$ cat config.mk
export PLATFORM = sky130hd
export DESIGN_NAME = ltmr_seu_scrubber
export DESIGN_NICKNAME = d
export VERILOG_FILES = /design/src/rtl/ltmr_scrub_pkg.sv /design/src/rtl/ltmr_sat_counter.sv /design/src/rtl/ltmr_seu_scrubber.sv
export SDC_FILE = /design/constraint.sdc
export NUM_CORES = 1
export LEC_CHECK = 0
export CORE_UTILIZATION = 47
export DETAILED_ROUTE_END_ITERATION = 12
export MAX_ROUTING_LAYER = met4
export PLACE_DENSITY_LB_ADDON = 0.2
export SLEW_MARGIN = 10
export SYNTH_ARGS = -nofsm -noshare
export SYNTH_HDL_FRONTEND = slang
export SYNTH_SLANG_ARGS = --single-unit
$ cat constraint.sdc
create_clock -name CP -period 2.3 [get_ports CP]
set_clock_uncertainty 0.05 [all_clocks]
set_input_delay 0.345 -clock CP [delete_from_list [all_inputs] [get_ports CP]]
set_output_delay 0.345 -clock CP [all_outputs]
set_load 0.05 [all_outputs]
$ cat src/rtl/ltmr_scrub_pkg.sv
// Shared types and helpers for the LTMR SEU scrubber.
package ltmr_scrub_pkg;

    // Scrubber sequencing states.
    typedef enum logic [2:0] {
        IDLE  = 3'd0,
        READ  = 3'd1,
        CHECK = 3'd2,
        WRITE = 3'd3,
        NEXT  = 3'd4
    } scrub_state_e;

    // Replica indices into per-replica vectors.
    localparam int unsigned NUM_REP = 3;
    localparam int unsigned REP_A   = 0;
    localparam int unsigned REP_B   = 1;
    localparam int unsigned REP_C   = 2;

    // Widest word vote3 handles; callers zero-extend in and truncate out.
    localparam int unsigned VOTE_MAX_W = 64;

    // Bitwise two-out-of-three majority.
    function automatic logic [VOTE_MAX_W-1:0] vote3(
        input logic [VOTE_MAX_W-1:0] a,
        input logic [VOTE_MAX_W-1:0] b,
        input logic [VOTE_MAX_W-1:0] c
    );
        return (a & b) | (b & c) | (c & a);
    endfunction

endpackage

$ cat src/rtl/ltmr_sat_counter.sv
// Saturating up-counter with synchronous clear; clear beats increment.
module ltmr_sat_counter #(
    parameter int unsigned CNT_W = 16
) (
    input  logic             CP,
    input  logic             CDN,
    input  logic             inc_i,
    input  logic             clr_i,
    output logic [CNT_W-1:0] cnt_o
);

    logic [CNT_W-1:0] cnt_q;
    logic [CNT_W-1:0] cnt_d;

    // Next count: clear first, otherwise increment unless already at full scale.
    always_comb begin
        cnt_d = cnt_q;
        if (clr_i) begin
            cnt_d = '0;
        end else if (inc_i && (cnt_q != {CNT_W{1'b1}})) begin
            cnt_d = cnt_q + CNT_W'(1);
        end
    end

    // Count register.
    always_ff @(posedge CP or negedge CDN) begin
        if (!CDN) begin
            cnt_q <= '0;
        end else begin
            cnt_q <= cnt_d;
        end
    end

    assign cnt_o = cnt_q;

endmodule

$ cat src/rtl/ltmr_seu_scrubber.sv
// Periodic scrubber for a triplicated register array: read, vote, write back, count upsets.
module ltmr_seu_scrubber
    import ltmr_scrub_pkg::*;
#(
    parameter int unsigned WIDTH        = 8,
    parameter int unsigned DEPTH        = 16,
    parameter int unsigned AW           = $clog2(DEPTH),
    parameter int unsigned CNT_W        = 16,
    parameter int unsigned SCRUB_PERIOD = 1024
) (
    input  logic             CP,
    input  logic             CDN,
    input  logic             start_i,
    input  logic             clr_cnt_i,
    output logic [AW-1:0]    rd_addr_o,
    output logic             rd_en_o,
    input  logic [WIDTH-1:0] rd_a_i,
    input  logic [WIDTH-1:0] rd_b_i,
    input  logic [WIDTH-1:0] rd_c_i,
    output logic             wr_en_o,
    output logic [AW-1:0]    wr_addr_o,
    output logic [WIDTH-1:0] wr_data_o,
    output logic             busy_o,
    output logic [CNT_W-1:0] err_cnt_a_o,
    output logic [CNT_W-1:0] err_cnt_b_o,
    output logic [CNT_W-1:0] err_cnt_c_o,
    output logic             err_sticky_o
);

    localparam int unsigned    TW         = (SCRUB_PERIOD > 1) ? $clog2(SCRUB_PERIOD) : 1;
    localparam logic [TW-1:0]  TIMER_LAST = TW'(SCRUB_PERIOD - 1);
    localparam logic [AW-1:0]  ADDR_LAST  = AW'(DEPTH - 1);

    scrub_state_e       state_q;
    logic [AW-1:0]      addr_q;
    logic [TW-1:0]      timer_q;
    logic               rd_en_q;
    logic               wr_en_q;
    logic [AW-1:0]      wr_addr_q;
    logic [WIDTH-1:0]   wr_data_q;
    logic               busy_q;
    logic               sticky_q;

    logic [WIDTH-1:0]   vote;
    logic [NUM_REP-1:0] rep_err;
    logic               mismatch;

    // Majority of the replica words returned by the previous read.
    assign vote = WIDTH'(vote3(VOTE_MAX_W'(rd_a_i), VOTE_MAX_W'(rd_b_i), VOTE_MAX_W'(rd_c_i)));

    // A replica is charged with an upset only while its word is being checked.
    assign rep_err[REP_A] = (state_q == CHECK) && (rd_a_i != vote);
    assign rep_err[REP_B] = (state_q == CHECK) && (rd_b_i != vote);
    assign rep_err[REP_C] = (state_q == CHECK) && (rd_c_i != vote);
    assign mismatch       = |rep_err;

    // Scrub sequencer with address walk, idle timer and registered strobes.
    always_ff @(posedge CP or negedge CDN) begin
        if (!CDN) begin
            state_q   <= IDLE;
            addr_q    <= '0;
            timer_q   <= '0;
            rd_en_q   <= 1'b0;
            wr_en_q   <= 1'b0;
            wr_addr_q <= '0;
            wr_data_q <= '0;
            busy_q    <= 1'b0;
        end else begin
            rd_en_q <= 1'b0;
            wr_en_q <= 1'b0;
            case (state_q)
                IDLE: begin
                    if (start_i || (timer_q == TIMER_LAST)) begin
                        state_q <= READ;
                        timer_q <= '0;
                        rd_en_q <= 1'b1;
                        busy_q  <= 1'b1;
                    end else begin
                        timer_q <= timer_q + TW'(1);
                    end
                end
                READ: begin
                    state_q <= CHECK;
                end
                CHECK: begin
                    if (mismatch) begin
                        state_q   <= WRITE;
                        wr_en_q   <= 1'b1;
                        wr_addr_q <= addr_q;
                        wr_data_q <= vote;
                    end else begin
                        state_q <= NEXT;
                    end
                end
                WRITE: begin
                    state_q <= NEXT;
                end
                NEXT: begin
                    if (addr_q == ADDR_LAST) begin
                        addr_q  <= '0;
                        timer_q <= '0;
                        state_q <= IDLE;
                        busy_q  <= 1'b0;
                    end else begin
                        addr_q  <= addr_q + AW'(1);
                        state_q <= READ;
                        rd_en_q <= 1'b1;
                    end
                end
                default: begin
                    state_q <= IDLE;
                    busy_q  <= 1'b0;
                end
            endcase
        end
    end

    // Sticky upset flag; clear beats a simultaneous mismatch.
    always_ff @(posedge CP or negedge CDN) begin
        if (!CDN) begin
            sticky_q <= 1'b0;
        end else if (clr_cnt_i) begin
            sticky_q <= 1'b0;
        end else if (mismatch) begin
            sticky_q <= 1'b1;
        end
    end

    ltmr_sat_counter #(.CNT_W(CNT_W)) u_cnt_a (
        .CP    (CP),
        .CDN   (CDN),
        .inc_i (rep_err[REP_A]),
        .clr_i (clr_cnt_i),
        .cnt_o (err_cnt_a_o)
    );

    ltmr_sat_counter #(.CNT_W(CNT_W)) u_cnt_b (
        .CP    (CP),
        .CDN   (CDN),
        .inc_i (rep_err[REP_B]),
        .clr_i (clr_cnt_i),
        .cnt_o (err_cnt_b_o)
    );

    ltmr_sat_counter #(.CNT_W(CNT_W)) u_cnt_c (
        .CP    (CP),
        .CDN   (CDN),
        .inc_i (rep_err[REP_C]),
        .clr_i (clr_cnt_i),
        .cnt_o (err_cnt_c_o)
    );

    assign rd_addr_o    = addr_q;
    assign rd_en_o      = rd_en_q;
    assign wr_en_o      = wr_en_q;
    assign wr_addr_o    = wr_addr_q;
    assign wr_data_o    = wr_data_q;
    assign busy_o       = busy_q;
    assign err_sticky_o = sticky_q;

endmodule

==> results.sh, run 1 <==
export IMPL_outcome="complete, no violations"
export IMPL_fin_crit_sh=0.9872
export IMPL_drtAntennaViolNets=0
export IMPL_worstMarginPinSlew_ps=683.1
export IMPL_synth_cells=488
export IMPL_synth_edf_count=0
export IMPL_critPathCaptureType="flip-flop"
export IMPL_coreArea_um2=9684
export IMPL_cp_required_ps=2500
export IMPL_drive_gt1_frac=0.2210
export IMPL_drc_errors=0
export IMPL_htree_levels=3
export IMPL_viasPerCell=5.638
export IMPL_die_w_um=101.7
export IMPL_postSynthAreaPerCell_um2=9.566
export IMPL_ios=96
export IMPL_final_area_um2=6515
export IMPL_grt_max_degree=45
export IMPL_dp_hpwl_um=8496
export IMPL_routed_wl_um=11600
export IMPL_finalSetupViolations=0
export IMPL_track_usage=0.2438
export IMPL_grt_first_pass_wirelength_um=19310
export IMPL_fin_nets=675
export IMPL_grt_pass1_vias=4151
export IMPL_utilization=0.6727
export IMPL_place_area_um2=6191
export IMPL_cp_start_kind="input pin"
export IMPL_cts_inserted_buffers=9
export IMPL_antenna_found_initial=0
export IMPL_synth_top_cell_area_share=0.4342
export IMPL_wl_per_cell_um=14.87
export IMPL_die_h_um=101.7
export IMPL_start_util=0.4820
export IMPL_hold_slack_ps=408.0
export IMPL_fp_row_count=36
export IMPL_gp_congestion=0.8006
export IMPL_multi_input_area_um2=2562
export IMPL_yosysTopAreaCell="dfrtp_1"
export IMPL_arrival_ps=2470
export IMPL_synth_seq_area_share=0.4342
export IMPL_clock_root_buffer="clkbuf_8"
export IMPL_fillers=754
export IMPL_dp_cells=758
export IMPL_fmax_ghz=0.4404
export IMPL_yosys_warnings=0
export IMPL_clock_latency_ps=360
export IMPL_die_area_um2=10330
export IMPL_power_density_nw_per_um2=910.9
export IMPL_max_cap_viol_count=0
export IMPL_cts_tree="yes"
export IMPL_finalPower_mw=5.934
export IMPL_yosys_top_cells_area="dfrtp_1, a21oi_1, nor2_1, nand3_1, o32ai_2"
export IMPL_relSlewSlack=0.5446
export IMPL_seq_area_um2=2034
export IMPL_overflow=0
export IMPL_vias=4398
export IMPL_fin_crit_ps=2270
export IMPL_hold_violations=0
export IMPL_area_growth_pct=39.56
export IMPL_hold_path_class="in2reg"
export IMPL_syn_area_um2=4668
export IMPL_rsz0062_at_grt="yes"
export IMPL_syn_num_nets=521
export IMPL_clk_path_buf_depth=2
export IMPL_port_buffers=95
export IMPL_clk_pin_slew_ps=80
export IMPL_ys_seq_elements=81
export IMPL_synth_ff_type="dfrtp_1"
export IMPL_irDropWorstVdd_mv=0.8471
export IMPL_dr_pass1_iters=4
export IMPL_synth_distinct_cells=57
export IMPL_crit_type="in2reg"
export IMPL_n_antenna_cell=0
export IMPL_leakage_nw=2.794
export IMPL_critical_path_max_fanout=7
export IMPL_final_cells=780
export IMPL_slew_violations=0
export IMPL_synthArstFlopShare=1.000
export IMPL_cts_sinks=81
export IMPL_drt_iter0_markers=180
## synth_stat cells, types with 3 or more instances
master	number
o22ai_1	4
o32ai_2	8
a211oi_1	5
ha_1	5
nand2_1	30
nand4_1	16
or3_1	7
and4_1	4
nor3_1	10
mux2i_1	3
or2_2	3
and3_1	20
a21oi_1	39
o21ai_0	17
nand3_1	30
o21a_1	9
nor3b_1	7
xnor2_1	10
mux2_2	9
a31oi_1	6
o31ai_1	6
or4_1	9
nand3b_1	10
nor2_1	41
dfrtp_1	81
xor2_1	11
nor2b_1	10
buf_2	3
mux2_4	4
and3b_1	7
or3b_2	10
a31o_2	3
inv_1	11
clkbuf_1	11
## worst paths after layout
check / start / to / slack (ps) / cells past startpoint
worst max-delay path: rd_b_i[3] / wr_addr_o[3] / 30 / 7
worst min-delay path: rd_c_i[5] / wr_data_o[5] / 410 / 4
worst max register to register: u_cnt_b.cnt_o[7] / u_cnt_b.cnt_o[1] / 130 / 7
worst min register to register: err_sticky_o / err_sticky_o / 470 / 2
max in group asynchronous: CDN / u_cnt_b.cnt_o[8] / 1080 / 3
min in group asynchronous: CDN / wr_data_o[1] / 480 / 2
## registers in the layout (all words and copies together) (netlist names)
signal,flops
busy_o,1
wr_data_o,8
err_sticky_o,1
u_cnt_a.cnt_o,16
rd_en_o,1
state_q,3
wr_addr_o,4
timer_q,10
u_cnt_b.cnt_o,16
wr_en_o,1
rd_addr_o,4
u_cnt_c.cnt_o,16
## repair_timing
item | 4_1_cts | 5_1_grt
buffers inserted | 4 | 1
endpoints found under the hold margin | 43 | 0
endpoints found under the setup margin | 30 | 21
hold buffers | 1 | 0
resized for setup | 29 | 15
pin swaps | 12 | 11
## metrics by stage
stage | TNS (ps) | setup slack (ps)
2_1_floorplan | -96.90 | -24.29
3_3_place_gp | -21480 | -555.3
3_5_place_dp | -24500 | -615.8
4_1_cts | 0 | 0.2383
5_1_grt | -46.48 | -25.54
6_report | 0 | 29.50
## power breakdown
part	internal [mW]	total, mW	switching (mW)
Clock	0.640	1.16	0.521
Sequential	1.68	1.91	0.229
Combinational	1.23	2.87	1.63
Total	3.55	5.93	2.38
## worst max-delay path, cell delays in order
cell and delay [ps]:
dlygate4sd2_1 240, nor3b_1 140, or4_4 540, o41a_1 550
nor3_4 200, buf_12 150, mux2_4 290
## cell families (layout without fill, tap and decap cells)
family | count (synthesis) | after routing | share of synthesized area
AND/OR/NAND/NOR | 225 | 225 | 0.2769
adder cells (fa/ha/maj) | 5 | 5 | 0.01340
AO/OA/AOI/OAI | 110 | 110 | 0.1678
flip-flops | 81 | 81 | 0.4342
multiplexers | 16 | 16 | 0.04101
XOR/XNOR | 21 | 21 | 0.03940
buffers and inverters | 30 | 189 | 0.02734
## cell usage in the layout, fill, tap and decap left out, types with 16 or more instances in the layout
cell type / synthesis / layout
nand3_1: 30 / 30
nor2_1: 41 / 41
dfrtp_1: 81 / 75
buf_4: 1 / 59
nand2_1: 30 / 27
o21ai_0: 17 / 17
clkdlybuf4s50_1: 0 / 73
nand4_1: 16 / 16
and3_1: 20 / 20
a21oi_1: 39 / 38
## metal layers
metal | track usage | vias up | routed length, µm
met3 | 0.03382 | 17 | 459
li1 | - | 2133 | -
met2 | 0.3883 | 106 | 5638
met5 | - | - | 0
met4 | 0.08473 | 0 | 178
met1 | 0.3183 | 2142 | 5321
## layout make-up
| class | count | share of cell area |
|---|---|---|
| timing repair buffer | 161 | 0.2282 |
| inverter | 12 | 0.006914 |
| tap | 133 | 0.02554 |
| clock inverter | 5 | 0.01210 |
| multi-input combinational | 377 | 0.3933 |
| clock buffer | 11 | 0.02170 |
| sequential | 81 | 0.3123 |
No activity file was read; power rests on OpenSTA's default activity.
==> run 2: changes to the inputs <==
SYNTH_HIERARCHICAL = 1   (was not set)
==> results.sh, run 2 <==
export IMPL_hold_violations=0
export IMPL_synth_distinct_cells=51
export IMPL_switching_share=0.4324
export IMPL_postSynthAreaPerCell_um2=9.542
export IMPL_cts_sinks=81
export IMPL_crit_type="in2reg"
export IMPL_drc_errors=0
export IMPL_ios=96
export IMPL_vias=4645
export IMPL_setup_slack_ps=93.09
export IMPL_fin_crit_ps=2207
export IMPL_viasPerCell=5.932
export IMPL_r2r_start="state_q[0]"
export IMPL_wl_per_cell_um=16.02
export IMPL_fin_nets=678
export IMPL_cp_start_kind="input pin"
export IMPL_yosys_warnings=6
export IMPL_cp_required_ps=2520
export IMPL_track_usage=0.2529
export IMPL_synth_cells=506
export IMPL_critPathCaptureType="flip-flop"
export IMPL_clk_pin_slew_ps=90
export IMPL_reg2reg_to="u_cnt_a/cnt_o[5]"
export IMPL_area_growth_pct=37.32
export IMPL_final_cells=783
export IMPL_drt_iter0_markers=187
export IMPL_htree_levels=3
export IMPL_start_util=0.4895
export IMPL_p_comb_frac=0.459
export IMPL_syn_area_um2=4828
export IMPL_finalPower_mw=5.206
export IMPL_syn_num_nets=539
export IMPL_max_cap_viol_count=0
export IMPL_gp_congestion=0.8512
export IMPL_worstMarginPinSlew_ps=658.6
export IMPL_worstSetupEndpoint="u_cnt_b/cnt_o[7]"
export IMPL_fmax_ghz=0.4531
export IMPL_drive_gt1_frac=0.2092
export IMPL_cts_inserted_buffers=9
export IMPL_cts_tree="yes"
export IMPL_grt_max_degree=62
export IMPL_relSlewSlack=0.5610
export IMPL_synthArstFlopShare=1.000
export IMPL_crit_start="rd_a_i[6]"
export IMPL_hold_slack_ps=404.6
export IMPL_power_switching_mw=2.251
export IMPL_grt_first_pass_wirelength_um=20590
export IMPL_rsz0062_at_grt="no"
export IMPL_p_clk_frac=0.179
export IMPL_power_density_nw_per_um2=785.2
export IMPL_dr_pass1_iters=4
export IMPL_hold_path_class="in2reg"
export IMPL_critical_path_max_fanout=10
export IMPL_synth_ff_type="dfrtp_1"
export IMPL_die_w_um=103.4
export IMPL_finalSetupViolations=0
export IMPL_ys_seq_elements=81
export IMPL_yosysTopAreaCell="dfrtp_1"
export IMPL_yosysMostFrequentCell="dfrtp_1"
export IMPL_arrival_ps=2430
export IMPL_slew_violations=0
export IMPL_utilization=0.6721
export IMPL_drtAntennaViolNets=0
export IMPL_grt_pass1_vias=4332
export IMPL_irDropWorstVdd_mv=0.3809
export IMPL_overflow=0
export IMPL_reg2reg_depth=6
export IMPL_mostFrequentLayoutCells="dfrtp_1, clkdlybuf4s50_1, buf_4"
export IMPL_synth_seq_area_share=0.4198
export IMPL_synth_top_cell_area_share=0.4198
export IMPL_place_ws_ps=-600.9
export IMPL_port_buffers=95
export IMPL_dp_cells=763
export IMPL_power_internal_mw=2.955
export IMPL_coreArea_um2=9864
export IMPL_dp_hpwl_um=8938
export IMPL_synthTopCellsByCount="dfrtp_1, a21oi_1, nand2_1"
export IMPL_clock_latency_ps=350
export IMPL_clock_root_buffer="clkbuf_8"
export IMPL_die_h_um=103.4
export IMPL_reg2reg_slack_ps=160
export IMPL_clk_path_buf_depth=2
export IMPL_synth_edf_count=0
export IMPL_die_area_um2=10680
export IMPL_fp_row_count=36
export IMPL_routed_wl_um=12550
export IMPL_n_antenna_cell=0
export IMPL_power_share_sequential=0.362
export IMPL_yosys_top_cells_area="dfrtp_1, a21oi_1, o31ai_1, nand2_1, nand4_1"
export IMPL_leakage_nw=2.854
export IMPL_final_common_cell="dfrtp_1"
export IMPL_antenna_found_initial=0
export IMPL_fin_crit_sh=0.9595
export IMPL_outcome="complete, no violations"
==> run 2: cell types whose count changed after synthesis, moves of 9 or more <==
| cell | previous run | this run |
|---|---|---|
| mux2_2 | 9 | 0 |
| o31ai_1 | 6 | 22 |
| nor4_1 | 2 | 14 |
| or3b_2 | 10 | 1 |
| mux2_1 | 0 | 12 |
| nor2_1 | 41 | 30 |
| and3_1 | 20 | 9 |
| nand3_1 | 30 | 16 |
==> run 2: layout make-up <==
type / instances / area, µm²
clock buffers: 10 / 127.6
clock inverters: 6 / 43.79
fillers: 806 / 3234
inverters: 14 / 57.56
multi-input cells: 390 / 2833
flip-flops and latches: 81 / 2027
well taps: 133 / 166.4
repair buffers: 149 / 1375
==> run 2: worst max-delay path, cell delays in order <==
cell	delay, ps
dlygate4sd2_1	290
nor3b_2	250
a2111oi_2	80
buf_4	150
nand4_1	160
nor2b_4	240
inv_4	80
buf_4	170
or4_1	500
a21oi_1	150
==> run 2: metal layers <==
metal  vias to the layer above  routed length (µm)  global-route usage  part of all wire
met5                         -                   0                   -                 0
li1                       2232                   -                   -                 -
met1                      2289                5574              0.3318              0.44
met4                         0                 182             0.06284             0.015
met3                        17                 483             0.04704             0.039
met2                       107                6305              0.4050              0.50
==> run 2: what timing repair did <==
action                                  4_1_cts  5_1_grt
pin swaps                                     7        4
hold endpoints to repair                     50        0
hold buffers                                  1        0
endpoints found under the setup margin       57       60
setup buffers                                 3        0
gates resized for setup                      37       25
==> run 2: how the worst min path moves through the flow <==
stage,startpoint,depth (start not counted),slack [ps],endpoint
2_1_floorplan,CDN,0,-0.6,busy_o
3_3_place_gp,CDN,1,370,wr_data_o[0]
3_5_place_dp,CDN,1,370,wr_data_o[0]
4_1_cts,clr_cnt_i,3,390,u_cnt_b/cnt_o[14]
5_1_grt,clr_cnt_i,3,420,u_cnt_a/cnt_o[5]
6_report,clr_cnt_i,3,400,u_cnt_c/cnt_o[4]
==> run 2: cells by family after synthesis <==
group | count (synthesis) | share of synthesized area
AND/OR/NAND/NOR | 232 | 0.3022
AO/OA/AOI/OAI | 129 | 0.1773
flip-flops | 81 | 0.4198
buffers and inverters | 35 | 0.03239
multiplexers | 18 | 0.04457
XOR/XNOR | 6 | 0.01089
adder cells (fa/ha/maj) | 5 | 0.01296
==> run 2: power by group through the flow <==
stage	registers (mW)	logic [mW]	clock network, mW
2_1_floorplan	2.53	0.919	0
3_3_place_gp	1.90	2.28	0
3_5_place_dp	1.91	2.34	0
4_1_cts	1.88	2.39	0.964
5_1_grt	1.92	2.55	1.02
6_report	1.88	2.39	0.933
==> run 2: stage by stage <==
| step | TNS (ps) | area (µm²) |
|---|---|---|
| finish | 0 | 6630 |
| global placement | -28740 | 6257 |
| global route | 0 | 6630 |
| floorplan | -106.9 | 4935 |
| CTS | 0 | 6541 |
| detailed placement | -30640 | 6257 |
==> run 3: changes to the inputs <==
CTS_CLUSTER_DIAMETER = 200   (was not set)
==> results of run 3 <==
No change in the layout: final DEF, timing and power equal those of run 2.
